===== config.mk =====
export PLATFORM = sky130hd
export DESIGN_NAME = conv_param_loader
export DESIGN_NICKNAME = d
export VERILOG_FILES = /design/src/rtl/conv_param_loader.sv
export SDC_FILE = /design/constraint.sdc
export NUM_CORES = 1
export LEC_CHECK = 0
export ABC_AREA = 1
export CAP_MARGIN = 10
export CORE_UTILIZATION = 56
export CTS_CLUSTER_SIZE = 25
export DETAILED_ROUTE_END_ITERATION = 7
export GPL_ROUTABILITY_DRIVEN = 0
export PLACE_DENSITY = 0.77
export SLEW_MARGIN = 20
export SYNTH_ARGS = -nofsm -noshare
export SYNTH_HDL_FRONTEND = slang
export SYNTH_SLANG_ARGS = --single-unit

===== constraint.sdc =====
create_clock -name clk -period 2.9 [get_ports clk]
set_input_delay 0.29 -clock clk [delete_from_list [all_inputs] [get_ports clk]]
set_output_delay 0.29 -clock clk [all_outputs]
set_load 0.05 [all_outputs]

===== src/rtl/conv_param_loader.sv =====
// Streams LeNet-5 conv weights (bytes) and biases (little-endian 32-bit words) from a byte
// interface into the weight and bias RAM write ports, with an inter-byte idle timeout.
module conv_param_loader #(
   parameter int N_WEIGHTS   = 2550,
   parameter int N_BIASES    = 22,
   parameter int W_ADDR_W    = 12,
   parameter int B_ADDR_W    = 5,
   parameter int TIMEOUT_CYC = 1000000
) (
   input  logic                clk,
   input  logic                rst_n,
   input  logic                start,
   input  logic                in_valid,
   input  logic [7:0]          in_data,
   output logic                in_ready,
   output logic                w_wr_en,
   output logic [W_ADDR_W-1:0] w_wr_addr,
   output logic [7:0]          w_wr_data,
   output logic                b_wr_en,
   output logic [B_ADDR_W-1:0] b_wr_addr,
   output logic [31:0]         b_wr_data,
   output logic                busy,
   output logic                loaded,
   output logic                error
);

   localparam int IDLE_W = (TIMEOUT_CYC > 0) ? $clog2(TIMEOUT_CYC + 1) : 1;

   if (W_ADDR_W < $clog2(N_WEIGHTS)) begin : g_waddr_chk
      $error("W_ADDR_W too narrow for N_WEIGHTS");
   end
   if (B_ADDR_W < $clog2(N_BIASES)) begin : g_baddr_chk
      $error("B_ADDR_W too narrow for N_BIASES");
   end

   typedef enum logic [2:0] {
      S_IDLE,
      S_WEIGHTS,
      S_BIASES,
      S_FINISH,
      S_DONE,
      S_ERROR
   } state_t;

   state_t              state, state_next;
   logic [W_ADDR_W-1:0] wcnt;
   logic [B_ADDR_W-1:0] bcnt;
   logic [1:0]          byte_idx;
   logic [23:0]         asm_q;
   logic [IDLE_W-1:0]   idle_cnt;
   logic                transfer;
   logic                last_weight;
   logic                last_bias_word;
   logic                timeout_hit;

   assign transfer       = in_valid & in_ready;
   assign last_weight    = (wcnt == W_ADDR_W'(N_WEIGHTS - 1));
   assign last_bias_word = (bcnt == B_ADDR_W'(N_BIASES - 1));
   // Fires on the TIMEOUT_CYC-th consecutive cycle without a transfer.
   assign timeout_hit    = (TIMEOUT_CYC != 0) && !transfer &&
                           (idle_cnt == IDLE_W'(TIMEOUT_CYC - 1));

   always_comb begin
      state_next = state;
      case (state)
         S_IDLE:    if (start) state_next = S_WEIGHTS;
         S_WEIGHTS: begin
            if (transfer && last_weight) state_next = S_BIASES;
            else if (timeout_hit)        state_next = S_ERROR;
         end
         S_BIASES: begin
            if (transfer && (byte_idx == 2'd3) && last_bias_word) state_next = S_FINISH;
            else if (timeout_hit)                                 state_next = S_ERROR;
         end
         S_FINISH:  state_next = S_DONE;
         S_DONE:    if (start) state_next = S_WEIGHTS;
         S_ERROR:   if (start) state_next = S_WEIGHTS;
         default:   state_next = S_IDLE;
      endcase
   end

   // Status flags are registered from the next state so they line up with the state register.
   always_ff @(posedge clk or negedge rst_n) begin
      if (!rst_n) begin
         state     <= S_IDLE;
         in_ready  <= 1'b0;
         busy      <= 1'b0;
         loaded    <= 1'b0;
         error     <= 1'b0;
         w_wr_en   <= 1'b0;
         w_wr_addr <= '0;
         w_wr_data <= '0;
         b_wr_en   <= 1'b0;
         b_wr_addr <= '0;
         b_wr_data <= '0;
         wcnt      <= '0;
         bcnt      <= '0;
         byte_idx  <= '0;
         asm_q     <= '0;
         idle_cnt  <= '0;
      end else begin
         state    <= state_next;
         in_ready <= (state_next == S_WEIGHTS) || (state_next == S_BIASES);
         busy     <= (state_next == S_WEIGHTS) || (state_next == S_BIASES) ||
                     (state_next == S_FINISH);
         loaded   <= (state_next == S_DONE);
         error    <= (state_next == S_ERROR);
         w_wr_en  <= 1'b0;
         b_wr_en  <= 1'b0;

         if ((state_next == S_WEIGHTS) && (state != S_WEIGHTS)) begin
            wcnt     <= '0;
            bcnt     <= '0;
            byte_idx <= '0;
            asm_q    <= '0;
            idle_cnt <= '0;
         end else begin
            if ((state == S_WEIGHTS) || (state == S_BIASES))
               idle_cnt <= transfer ? '0 : idle_cnt + 1'b1;

            if (transfer && (state == S_WEIGHTS)) begin
               w_wr_en   <= 1'b1;
               w_wr_addr <= wcnt;
               w_wr_data <= in_data;
               wcnt      <= wcnt + 1'b1;
            end

            // The fourth byte goes straight into the write word; earlier bytes fill the assembler.
            if (transfer && (state == S_BIASES)) begin
               if (byte_idx == 2'd3) begin
                  b_wr_en   <= 1'b1;
                  b_wr_addr <= bcnt;
                  b_wr_data <= {in_data, asm_q};
                  bcnt      <= bcnt + 1'b1;
                  byte_idx  <= '0;
                  asm_q     <= '0;
               end else begin
                  asm_q[{byte_idx, 3'b000} +: 8] <= in_data;
                  byte_idx                       <= byte_idx + 1'b1;
               end
            end
         end
      end
   end

endmodule


==> out/results.tsv, run 1 <==
stage	metric	value	unit
logic_synthesis	synth_warnings	0	
clock_network	ctsHoldBuffers	0	
placed_design	place_inst	934	
global_routing	grt_use_total	26.7	%
floorplan	die_area	0.0119	mm^2
setup_path	critPathTopFamily	simple AND/OR/NAND/NOR gates	
pwr	irDropWorstVdd	0.000594	V
logic_synthesis	ys_seq_area_share	50.3	%
global_routing	grt_pass1_vias	5230	
floorplan	core_region_area	0.0110	mm^2
setup_path	arrival	2870	ps
pwr	power.density	774	mW/mm^2
routing	ant_nets	0	
setup_path	worst_path_max_delay_cell	dfrtp_1	
routing	vias_per_cell	5.61	
clock_network	htree_levels	4	
setup_path	cp_num_cells	14	
global_routing	grt_pass1_wl	24.3	mm
logic_synthesis	async_flop_share	100	%
logic_synthesis	syn-mean-instance-area	8.66	um^2
setup_path	crit_path_cell_trace	inv_1 -> ha_1 -> nand3_1 -> nor2_1 -> nand3_1 -> nand2_1 -> nand2_1 -> nand2_2 -> nand3_1 -> inv_2 -> nand2_4 -> nand2_4 -> nand3_1 -> nand2_1	
finish	layout-drive-gt1-share	11.3	%
logic_synthesis	synth_area	0.00642	mm^2
logic_synthesis	synth.most_common_cell	nand2_1	
logic_synthesis	synth_top_cells_by_count	nand2_1, dfrtp_1, nand3_1, nor2_1, inv_1	
timing	period_minus_slack	2520	ps
timing	finalCritPeriodShare	86.9	%
routing	drc	0	
setup_path	start_kind	register	
clock_network	clk_latency	420	ps
logic_synthesis	synth_flop_cell	dfrtp_1	
logic_synthesis	synth-edff-count	0	
timing	rsz0062_at_grt	no	
routing	drt_wl_total	14.6	mm
timing	finalSetupViolations	0	
global_routing	antenna_found_initial	0	
setup_path	path_max_fanout	31	
logic_synthesis	syn_inst	741	
routing	drt_iter0_markers	323	
clock_network	cts_resized	0	
floorplan	die_x	109	um
setup_path	crit_buf_inv	2	
floorplan	start_util	58.5	%
setup_path	crit_type	reg -> reg	
status	status	finished clean	
routing	drt-wirelength-per-cell	15.1	um
finish	n_antenna_cell	0	
pwr	clkPwrFrac	36.0	%
setup_path	end_kind	register	
floorplan	io_pins	75	
setup_path	worstPathRequired	3250	ps
clock_network	tritoncts	built	
logic_synthesis	ys_ff_latch	129	
finish	finalNonFillerCells	966	
timing	max-slew-margin-rel	37.6	%
pwr	power	6.06	mW
pwr	seq_power_share	34.9	%
logic_synthesis	synth_cell_type_count	45	
logic_synthesis	yosysTopAreaCellShare	50.3	%
clock_network	cts_inserted_buffers	17	
min_path	hp-class	in -> async	
clock_network	post_cts_buffers	0	
floorplan	fp-row-count	38	
routing	vias	5420	
clock_network	cts-root-buf	clkbuf_16	
logic_synthesis	yosys.area.top_type	dfrtp_1	
finish	area_growth_syn_to_layout	22.0	%
floorplan	die_height	109	um
pwr	power.internal	3.92	mW
logic_synthesis	synth_fp_nets	763	
timing	tns	0	ps
timing	finalHoldViolations	0	
timing	fin_skew	6.65	ps
setup_path	critPathMaxStageDelay	390	ps
timing	max_slew.worst_pin.slew	936	ps
pwr	p_comb_share	29.1	%
placed_design	port_buffers	74	
placed_design	hpwlAfterDp	9.92	mm
job	maxCapViolCount	0	
setup_path	ff2ff_path_depth	14	
finish	nNetsFinal	835	
clock_network	path_clk_slew	50	ps
timing	slew_viol_final	0	
timing	clock.fmax	397	MHz
global_routing	grt.overflow.total	0	
clock_network	clockBufferDepth	2	
routing	drtPass1Iterations	5	
finish	fillers	852	
pwr	leakage	3.68	nW
clock_network	cts.sinks	129	
logic_synthesis	synth_area_leaders	dfrtp_1, nand2_1, nand3_1	
global_routing	grt_max_degree	76	
pwr	p_sw_share	35.3	%
pwr	p_switching	2.14	mW
setup_path	crit_top_cell	nand3_1	
[power groups by stage]
| stage | sequential (mW) | combinational [mW] | clock (mW) |
|---|---|---|---|
| 2_1_floorplan | 2.45 | 1.08 | 0 |
| 3_3_place_gp | 2.14 | 1.69 | 0 |
| 3_5_place_dp | 2.15 | 1.75 | 0 |
| 4_1_cts | 2.12 | 1.76 | 2.21 |
| 5_1_grt | 2.14 | 1.92 | 2.28 |
| 6_report | 2.12 | 1.77 | 2.18 |
[worst paths after layout]
kind	start	to	slack (ps)
max in group asynchronous	rst_n	in_ready$_DFF_PN0_	2070
min reg2reg	b_wr_data[16]$_DFFE_PN0P_	b_wr_data[16]$_DFFE_PN0P_	470
min in group clk	b_wr_data[16]$_DFFE_PN0P_	b_wr_data[16]$_DFFE_PN0P_	470
max	bcnt[1]$_DFFE_PN0P_	asm_q[3]$_DFFE_PN0P_	380
min	rst_n	b_wr_addr[2]$_DFFE_PN0P_	4
max reg2reg	bcnt[1]$_DFFE_PN0P_	asm_q[3]$_DFFE_PN0P_	380
[metrics by stage]
| stage | setup WS (ps) | cell area (um^2) | hold WS, ps | utilization, % |
|---|---|---|---|---|
| 4_1_cts | 418 | 7830 | 46.2 | 71.3 |
| 2_1_floorplan | 757 | 6420 | -5.59 | - |
| 5_1_grt | 139 | 7830 | 78.3 | 71.3 |
| 3_3_place_gp | 379 | 7220 | 453 | 65.7 |
| 3_5_place_dp | 209 | 7220 | 459 | 65.7 |
| 6_report | 381 | 7830 | 3.89 | 71.3 |
[flip-flops by register name (all words and copies together) (netlist names)]
name and flops:
in_ready 1, loaded 1, busy 1, b_wr_en 1
wcnt 12, bcnt 5, w_wr_en 1, asm_q 24
error 1, idle_cnt 20, w_wr_data 8, b_wr_data 32
state 3, b_wr_addr 5, byte_idx 2, w_wr_addr 12
[cell usage in the layout, fill, tap and decap left out, types with 10 or more instances in the layout]
master,instances
buf_4,16
clkbuf_16,17
nor3_1,25
xor2_1,17
nor2_1,59
nand2_1,185
o2111ai_1,24
ha_1,10
nand4_1,16
o21ai_0,38
inv_2,11
clkdlybuf4s50_1,73
nand3_1,69
dfrtp_1,129
inv_1,53
[layer usage]
layer | track usage (%) | vias up | routed length, um
met3 | 5.98 | 39 | 709
met4 | 12.9 | 0 | 434
li1 | - | 2601 | -
met5 | 0 | - | 0
met2 | 43.8 | 166 | 7260
met1 | 33.2 | 2614 | 6150
[layout make-up]
type	instances	area [um^2]	share of cell area [%]
clock buffers	29	551	7.03
well taps	140	175	2.24
repair buffers	89	851	10.9
inverters	68	256	3.27
clock inverters	3	65.1	0.831
multi-input cells	508	2710	34.6
flip-flops and latches	129	3230	41.2
[cells by family (layout without fill, tap and decap cells)]
kind of cell | count (synthesis) | count (layout) | share of synthesized area [%]
and+or+nand+nor | 384 | 384 | 27.7
adders and majority gates | 10 | 10 | 1.95
buffers and inverters | 104 | 189 | 7.54
xor gates and xnor gates | 18 | 18 | 2.46
DFF | 129 | 129 | 50.3
AOI/OAI and AO/OA | 96 | 96 | 10.1
(Power assumes the default switching activity.)
==> inputs of run 2 (changes only) <==
ABC_CLOCK_PERIOD_IN_PS = 2900   (was default)
==> results of run 2 <==
Final layout, timing and power as in run 1 (identical DEF).
